<file path="src/rtl/tl_pkg.sv">
// Shared constants for the traffic-light bus monitor: light codes, directions,
// fault codes, FSM state encoding and the lane bundle type.
package tl_pkg;

    localparam logic [1:0] LT_RED     = 2'b00;
    localparam logic [1:0] LT_YELLOW  = 2'b01;
    localparam logic [1:0] LT_GREEN   = 2'b10;
    localparam logic [1:0] LT_ILLEGAL = 2'b11;

    localparam logic [1:0] NS_DIR = 2'd0;
    localparam logic [1:0] EW_DIR = 2'd1;
    localparam logic [1:0] SN_DIR = 2'd2;
    localparam logic [1:0] WE_DIR = 2'd3;

    localparam logic [2:0] FC_NONE       = 3'd0;
    localparam logic [2:0] FC_CONFLICT   = 3'd1;
    localparam logic [2:0] FC_ILLEGAL    = 3'd2;
    localparam logic [2:0] FC_SEQUENCE   = 3'd3;
    localparam logic [2:0] FC_GREEN_LEN  = 3'd4;
    localparam logic [2:0] FC_YELLOW_LEN = 3'd5;
    localparam logic [2:0] FC_STALL      = 3'd6;

    localparam logic [1:0] ST_SYNC   = 2'd0;
    localparam logic [1:0] ST_GREEN  = 2'd1;
    localparam logic [1:0] ST_YELLOW = 2'd2;
    localparam logic [1:0] ST_FAULT  = 2'd3;

    typedef struct packed {
        logic [1:0] ns;
        logic [1:0] sn;
        logic [1:0] ew;
        logic [1:0] we;
    } lanes_t;

    // Rotation order NS -> EW -> SN -> WE -> NS follows the direction encoding.
    function automatic logic [1:0] next_dir(input logic [1:0] d);
        return d + 2'd1;
    endfunction

endpackage

</file>
<file path="src/rtl/tl_light_decode.sv">
// Combinational decode of the four registered lanes into direction, phase and
// the valid / gap / conflict / illegal classification.
module tl_light_decode
    import tl_pkg::*;
(
    input  lanes_t     lanes_i,
    output logic [1:0] dir_o,
    output logic       phase_o,
    output logic       valid_o,
    output logic       gap_o,
    output logic       conflict_o,
    output logic       illegal_o
);

    logic [3:0][1:0] lane_c;
    logic [2:0]      n_c;
    logic [1:0]      sel_c;

    always_comb begin
        lane_c         = '0;
        lane_c[NS_DIR] = lanes_i.ns;
        lane_c[EW_DIR] = lanes_i.ew;
        lane_c[SN_DIR] = lanes_i.sn;
        lane_c[WE_DIR] = lanes_i.we;
        n_c        = '0;
        sel_c      = LT_RED;
        dir_o      = NS_DIR;
        illegal_o  = 1'b0;
        for (int i = 0; i < 4; i++) begin
            if (lane_c[i] != LT_RED) begin
                n_c   = n_c + 3'd1;
                dir_o = 2'(i);
                sel_c = lane_c[i];
            end
            if (lane_c[i] == LT_ILLEGAL) begin
                illegal_o = 1'b1;
            end
        end
        phase_o    = (sel_c == LT_YELLOW);
        valid_o    = (n_c == 3'd1) && ((sel_c == LT_GREEN) || (sel_c == LT_YELLOW));
        gap_o      = (n_c == 3'd0);
        conflict_o = (n_c >= 3'd2);
    end

endmodule

</file>
<file path="src/rtl/tl_light_monitor.sv">
// Passive checker on the NS/SN/EW/WE light buses; latches the first fault.
// Define TL_MON_TIMING_EN to build the green/yellow length and stall checks.
module tl_light_monitor
    import tl_pkg::*;
#(
    parameter int unsigned GREEN_LEN  = 6,
    parameter int unsigned YELLOW_LEN = 3,
    parameter int unsigned STALL_MAX  = 4,
    parameter int unsigned RCNT_W     = 16
) (
    input  logic              CLK,
    input  logic              CLEAR,
    input  logic [1:0]        NS,
    input  logic [1:0]        SN,
    input  logic [1:0]        EW,
    input  logic [1:0]        WE,
    output logic [1:0]        active_dir,
    output logic              phase_yellow,
    output logic              in_sync,
    output logic              fault,
    output logic [2:0]        fault_code,
    output logic [RCNT_W-1:0] rotations
);

    lanes_t            lanes_q;
    logic [1:0]        state_q, state_d;
    logic [1:0]        dir_q, dir_d;
    logic              yel_q, yel_d;
    logic              sync_q, sync_d;
    logic              fault_q, fault_d;
    logic [2:0]        code_q, code_d;
    logic [RCNT_W-1:0] rot_q, rot_d;
    logic [2:0]        code_c;
    logic              same_c, succ_c;

    logic [1:0] dec_dir;
    logic       dec_yel, dec_valid, dec_gap, dec_conflict, dec_illegal;

`ifdef TL_MON_TIMING_EN
    localparam logic [7:0] GREEN_LIM  = 8'(GREEN_LEN);
    localparam logic [7:0] YELLOW_LIM = 8'(YELLOW_LEN);
    localparam logic [7:0] STALL_LIM  = 8'(STALL_MAX);

    logic [7:0] run_q, run_d;
    logic [7:0] gap_q, gap_d;
    logic       first_q, first_d;
`else
    wire unused_timing_params = ^{32'(GREEN_LEN), 32'(YELLOW_LEN), 32'(STALL_MAX)};
`endif

    // Input stage: every decision below works on these registered lanes.
    always_ff @(posedge CLK or posedge CLEAR) begin
        if (CLEAR) begin
            lanes_q <= '0;
        end else begin
            lanes_q <= {NS, SN, EW, WE};
        end
    end

    tl_light_decode u_decode (
        .lanes_i    (lanes_q),
        .dir_o      (dec_dir),
        .phase_o    (dec_yel),
        .valid_o    (dec_valid),
        .gap_o      (dec_gap),
        .conflict_o (dec_conflict),
        .illegal_o  (dec_illegal)
    );

    always_comb begin
        state_d = state_q;
        dir_d   = dir_q;
        yel_d   = yel_q;
        sync_d  = sync_q;
        fault_d = fault_q;
        code_d  = code_q;
        rot_d   = rot_q;
        code_c  = FC_NONE;
`ifdef TL_MON_TIMING_EN
        run_d   = run_q;
        gap_d   = gap_q;
        first_d = first_q;
`endif
        same_c = dec_valid && (dec_dir == dir_q) && (dec_yel == yel_q);
        succ_c = (state_q == ST_YELLOW)
               ? (dec_valid && !dec_yel && (dec_dir == next_dir(dir_q)))
               : (dec_valid &&  dec_yel && (dec_dir == dir_q));

        case (state_q)
            ST_SYNC: begin
                if (dec_conflict) begin
                    code_c = FC_CONFLICT;
                end else if (dec_illegal) begin
                    code_c = FC_ILLEGAL;
                end else if (dec_valid && !dec_yel) begin
                    state_d = ST_GREEN;
                    dir_d   = dec_dir;
                    yel_d   = 1'b0;
                    sync_d  = 1'b1;
`ifdef TL_MON_TIMING_EN
                    run_d   = 8'd1;
                    gap_d   = 8'd0;
                    first_d = 1'b1;
`endif
                end
            end
            ST_GREEN, ST_YELLOW: begin
                if (dec_conflict) begin
                    code_c = FC_CONFLICT;
                end else if (dec_illegal) begin
                    code_c = FC_ILLEGAL;
                end else if (dec_gap) begin
                    // A gap pauses the current phase rather than ending it.
`ifdef TL_MON_TIMING_EN
                    if (gap_q >= STALL_LIM) begin
                        code_c = FC_STALL;
                    end else begin
                        gap_d = gap_q + 8'd1;
                    end
`endif
                end else if (same_c) begin
`ifdef TL_MON_TIMING_EN
                    if (run_q != 8'hFF) begin
                        run_d = run_q + 8'd1;
                    end
                    gap_d = 8'd0;
`endif
                end else if (succ_c) begin
`ifdef TL_MON_TIMING_EN
                    if (!first_q && (state_q == ST_GREEN) && (run_q != GREEN_LIM)) begin
                        code_c = FC_GREEN_LEN;
                    end else if (!first_q && (state_q == ST_YELLOW) && (run_q != YELLOW_LIM)) begin
                        code_c = FC_YELLOW_LEN;
                    end
`endif
                    if (code_c == FC_NONE) begin
                        state_d = (state_q == ST_YELLOW) ? ST_GREEN : ST_YELLOW;
                        dir_d   = dec_dir;
                        yel_d   = dec_yel;
                        if ((state_q == ST_YELLOW) && (dir_q == WE_DIR) && (rot_q != '1)) begin
                            rot_d = rot_q + RCNT_W'(1);
                        end
`ifdef TL_MON_TIMING_EN
                        run_d   = 8'd1;
                        gap_d   = 8'd0;
                        first_d = 1'b0;
`endif
                    end
                end else begin
                    code_c = FC_SEQUENCE;
                end
            end
            default: begin
            end
        endcase

        if (code_c != FC_NONE) begin
            state_d = ST_FAULT;
            fault_d = 1'b1;
            code_d  = code_c;
        end
    end

    always_ff @(posedge CLK or posedge CLEAR) begin
        if (CLEAR) begin
            state_q <= ST_SYNC;
            dir_q   <= NS_DIR;
            yel_q   <= 1'b0;
            sync_q  <= 1'b0;
            fault_q <= 1'b0;
            code_q  <= FC_NONE;
            rot_q   <= '0;
        end else begin
            state_q <= state_d;
            dir_q   <= dir_d;
            yel_q   <= yel_d;
            sync_q  <= sync_d;
            fault_q <= fault_d;
            code_q  <= code_d;
            rot_q   <= rot_d;
        end
    end

`ifdef TL_MON_TIMING_EN
    always_ff @(posedge CLK or posedge CLEAR) begin
        if (CLEAR) begin
            run_q   <= 8'd0;
            gap_q   <= 8'd0;
            first_q <= 1'b0;
        end else begin
            run_q   <= run_d;
            gap_q   <= gap_d;
            first_q <= first_d;
        end
    end
`endif

    assign active_dir   = dir_q;
    assign phase_yellow = yel_q;
    assign in_sync      = sync_q;
    assign fault        = fault_q;
    assign fault_code   = code_q;
    assign rotations    = rot_q;

endmodule

</file>
<file path="config.mk">
export PLATFORM = sky130hd
export DESIGN_NAME = tl_light_monitor
export DESIGN_NICKNAME = d
export VERILOG_FILES = /design/src/rtl/tl_pkg.sv /design/src/rtl/tl_light_decode.sv /design/src/rtl/tl_light_monitor.sv
export SDC_FILE = /design/constraint.sdc
export NUM_CORES = 1
export LEC_CHECK = 0
export BUFFER_PORTS_ARGS = -buffer_cell sky130_fd_sc_hd__buf_2
export CORE_UTILIZATION = 55
export DETAILED_ROUTE_END_ITERATION = 16
export GPL_TIMING_DRIVEN = 0
export PLACE_DENSITY = 0.79
export SYNTH_ARGS = -nofsm -noshare
export SYNTH_HDL_FRONTEND = slang
export SYNTH_SLANG_ARGS = --single-unit
</file>
<file path="constraint.sdc">
create_clock -name CLK -period 4.3 [get_ports CLK]
set_input_delay 0.43 -clock CLK [delete_from_list [all_inputs] [get_ports CLK]]
set_output_delay 0.43 -clock CLK [all_outputs]
set_load 0.01 [all_outputs]
</file>
==> results.toml <==
[run_status]
status = "finished, final reports clean"

[clocking]
clkLatencyLatePin_ps = 330
clock-sinks = 33
cts_tree = "done"
clock_path_buffers = 2
cts_resized = 0
cts_made_buffers = 5
root_buffer = "clkbuf_4"
cts_setup_buffers = 0
cts_hold_buf = 0
clk_pin_slew_ps = 100
cts_htree_levels = 2

[routing]
dr_wl_met2_um = 1527
wirelength_um = 3289
final_antenna_net_count = 0
drtIter0Drc = 40
wl_met1_um = 1607
top_layer_used = "met4"
viasPerCell = 5.255
drc = 0
routedWlPerCell_um = 12.14
firstDrtPassIters = 4
num_vias = 1424
met3_length_um = 101

[cells_and_area]
diodes = 0
syn2layout_area_growth_pct = 15.50
multi_input_area_sq_um = 985.9
ff_latch_area_sq_um = 825.8
layout-drive-gt1-share_pct = 28.00
fillers = 293
finalNetCount = 245

[floorplan]
pin_count = 34
die-area_sq_mm = 0.003718
rows = 21
die_w_um = 60.98
start_util_pct = 57.33
core_sq_mm = 0.003337
fp.dieH_um = 60.98

[power_and_ir_drop]
ir_drop_v = 0.0001929
powerDensity_mw_per_mm2 = 341.3
p_leak_nw = 1.088

[critical_path]
worstPathMaxFanout = 10
cp_num_cells = 12
max_stage_delay_ps = 540
crit_type = "register to register"
crit_slowest_cell = "or4b_1"
critPathCaptureType = "register"
worst-path-buf-inv = 2
r2r_start = "lanes_q[3]"
setup.worst_path.start = "lanes_q[3]"
crit_arrival_ps = 3730
crit_top_cell = "ha_1"
crit_family = "simple AND/OR/NAND/NOR gates"
startpoint_type = "register"
critical_path.cell_chain = "nor2_1 > ha_1 > xnor2_1 > ha_1 > or4b_1 > a31o_1 > nor3_4 > and3_1 > buf_6 > buf_12 > nand4_4 > xnor2_2"
rr_worst_depth = 12
cp.required_ps = 4530

[timing]
setup_viol = 0
slew_viol_final = 0
finalHoldViolCount = 0
fin_ws_ps = 803.3
fin_crit_sh_pct = 81.32
max_freq_mhz = 286.0
rsz0062_at_grt = "no"
skew_ps = 11.40
period_minus_slack_ps = 3497
tns_ps = 0

[place]
place_hpwl_um = 2469
dp_slack_ps = 797.1
io_buffers = 32
gp_congestion = 0.7996

[synthesis]
ys.warnings.count = 0
avgSynthCellArea_sq_um = 10.40
netlist_instances = 184
synth_cell_types = 49
ys_seq_area_share_pct = 43.17
syn-num-nets = 205
async_reset_ff_share_pct = 100.0
synth-edff-count = 0
ys_seq_elements = 33
syn_area_sq_mm = 0.001913
synth_ff_type = "dfrtp_1"

[global_routing]
grt-ovfl-total = 0
grt_use_total_pct = 20.16
grt_max_degree = 34
grt_pass1_wl_um = 5326
antenna_found_initial = 0
grt_pass1_vias = 1223

[worst_hold_path]
min-delay-path-class = "primary input to async pin"

[job]
drv_cap = 0
## state kept, by name, summed over array words and instances (netlist names)
register	flops
rotations	16
state_q	2
in_sync	1
lanes_q	8
fault_code	2
active_dir	2
fault	1
phase_yellow	1
## metrics by stage
step | instances | area (sq um) | total power [mW] | hold WS, ps | utilization [%]
global route | 271 | 2210 | 0.8121 | 48.41 | 66.22
detailed placement | 262 | 2131 | 0.5952 | 459.7 | 63.85
CTS | 270 | 2182 | 0.7583 | 185.6 | 65.39
floorplan | 184 | 1913 | 0.5321 | 461.4 | -
global placement | 262 | 2131 | 0.5844 | 446.1 | 63.85
finish | 271 | 2210 | 0.7541 | 55.68 | 66.22
## power by group
part / internal [mW] / switching (mW)
registers: 0.339 / 0.0305
logic: 0.0927 / 0.129
clock network: 0.0622 / 0.0999
total: 0.494 / 0.260
## routing by layer
metal,vias to the layer above,global-route usage [%]
met2,27,30.77
met3,7,7.036
met5,-,0
li1,730,-
met1,660,27.24
met4,0,5.844
## cells by family after synthesis
| group | after synthesis | share of synthesized area (%) |
|---|---|---|
| and+or+nand+nor | 69 | 21.91 |
| DFF | 33 | 43.17 |
| AOI/OAI and AO/OA | 28 | 10.66 |
| buffers and inverters | 19 | 5.297 |
| xor gates and xnor gates | 17 | 8.176 |
| adders and majority gates | 11 | 7.194 |
| muxes | 6 | 3.401 |
| other | 1 | 0.1960 |
## cell usage after synthesis (3+ instances only)
| cell | n | area, sq um |
|---|---|---|
| o21ai_0 | 5 | 25.02 |
| mux2_2 | 4 | 45.04 |
| nand2b_1 | 3 | 18.77 |
| and3_1 | 5 | 31.28 |
| xnor2_1 | 15 | 131.4 |
| nand2_1 | 14 | 52.55 |
| inv_1 | 12 | 45.04 |
| nand3_2 | 6 | 60.06 |
| ha_1 | 11 | 137.6 |
| a21oi_1 | 6 | 30.03 |
| a22oi_1 | 3 | 22.52 |
| nand4_1 | 7 | 43.79 |
| nor2_1 | 15 | 56.30 |
| dfrtp_1 | 33 | 825.8 |
## final timing paths
kind / endpoint / slack, ps
worst max register to register: rotations[6] / 800
min in group CLK: lanes_q[0] / 200
max in group asynchronous: lanes_q[3] / 3780
worst min register to register: fault / 470
worst min-delay path: active_dir[1] / 60
worst max-delay path: rotations[6] / 800
## worst register-to-register path, stage by stage, from the launching register on
cell and delay [ps]:
dfrtp_1 410, nor2_1 310, ha_1 330, xnor2_1 300, ha_1 300, or4b_1 540
a31o_1 270, nor3_4 210, and3_1 200, buf_6 140, buf_12 140, nand4_4 110
xnor2_2 140
## placed cells by master, fill, tap and decap left out, types with 3 or more instances in the layout
cell,instances
mux2_2,4
buf_2,34
nand4_1,7
nand2b_1,3
ha_1,11
xnor2_1,15
a21oi_1,6
and3_1,5
clkbuf_4,5
a22oi_1,3
nand3_2,6
nand2_1,14
nor2_1,15
o21ai_0,5
inv_1,12
dfrtp_1,33
## final cells by class
| class | instances | share of cell area, % |
|---|---|---|
| plain buffers | 7 | 2.548 |
| multi-input cells | 132 | 44.62 |
| well taps | 46 | 2.605 |
| repair buffers | 33 | 8.494 |
| flip-flops and latches | 33 | 37.37 |
| clock inverters | 2 | 0.4530 |
| inverters | 12 | 2.039 |
| clock buffers | 6 | 1.869 |
No activity file was read; power rests on OpenSTA's default activity.
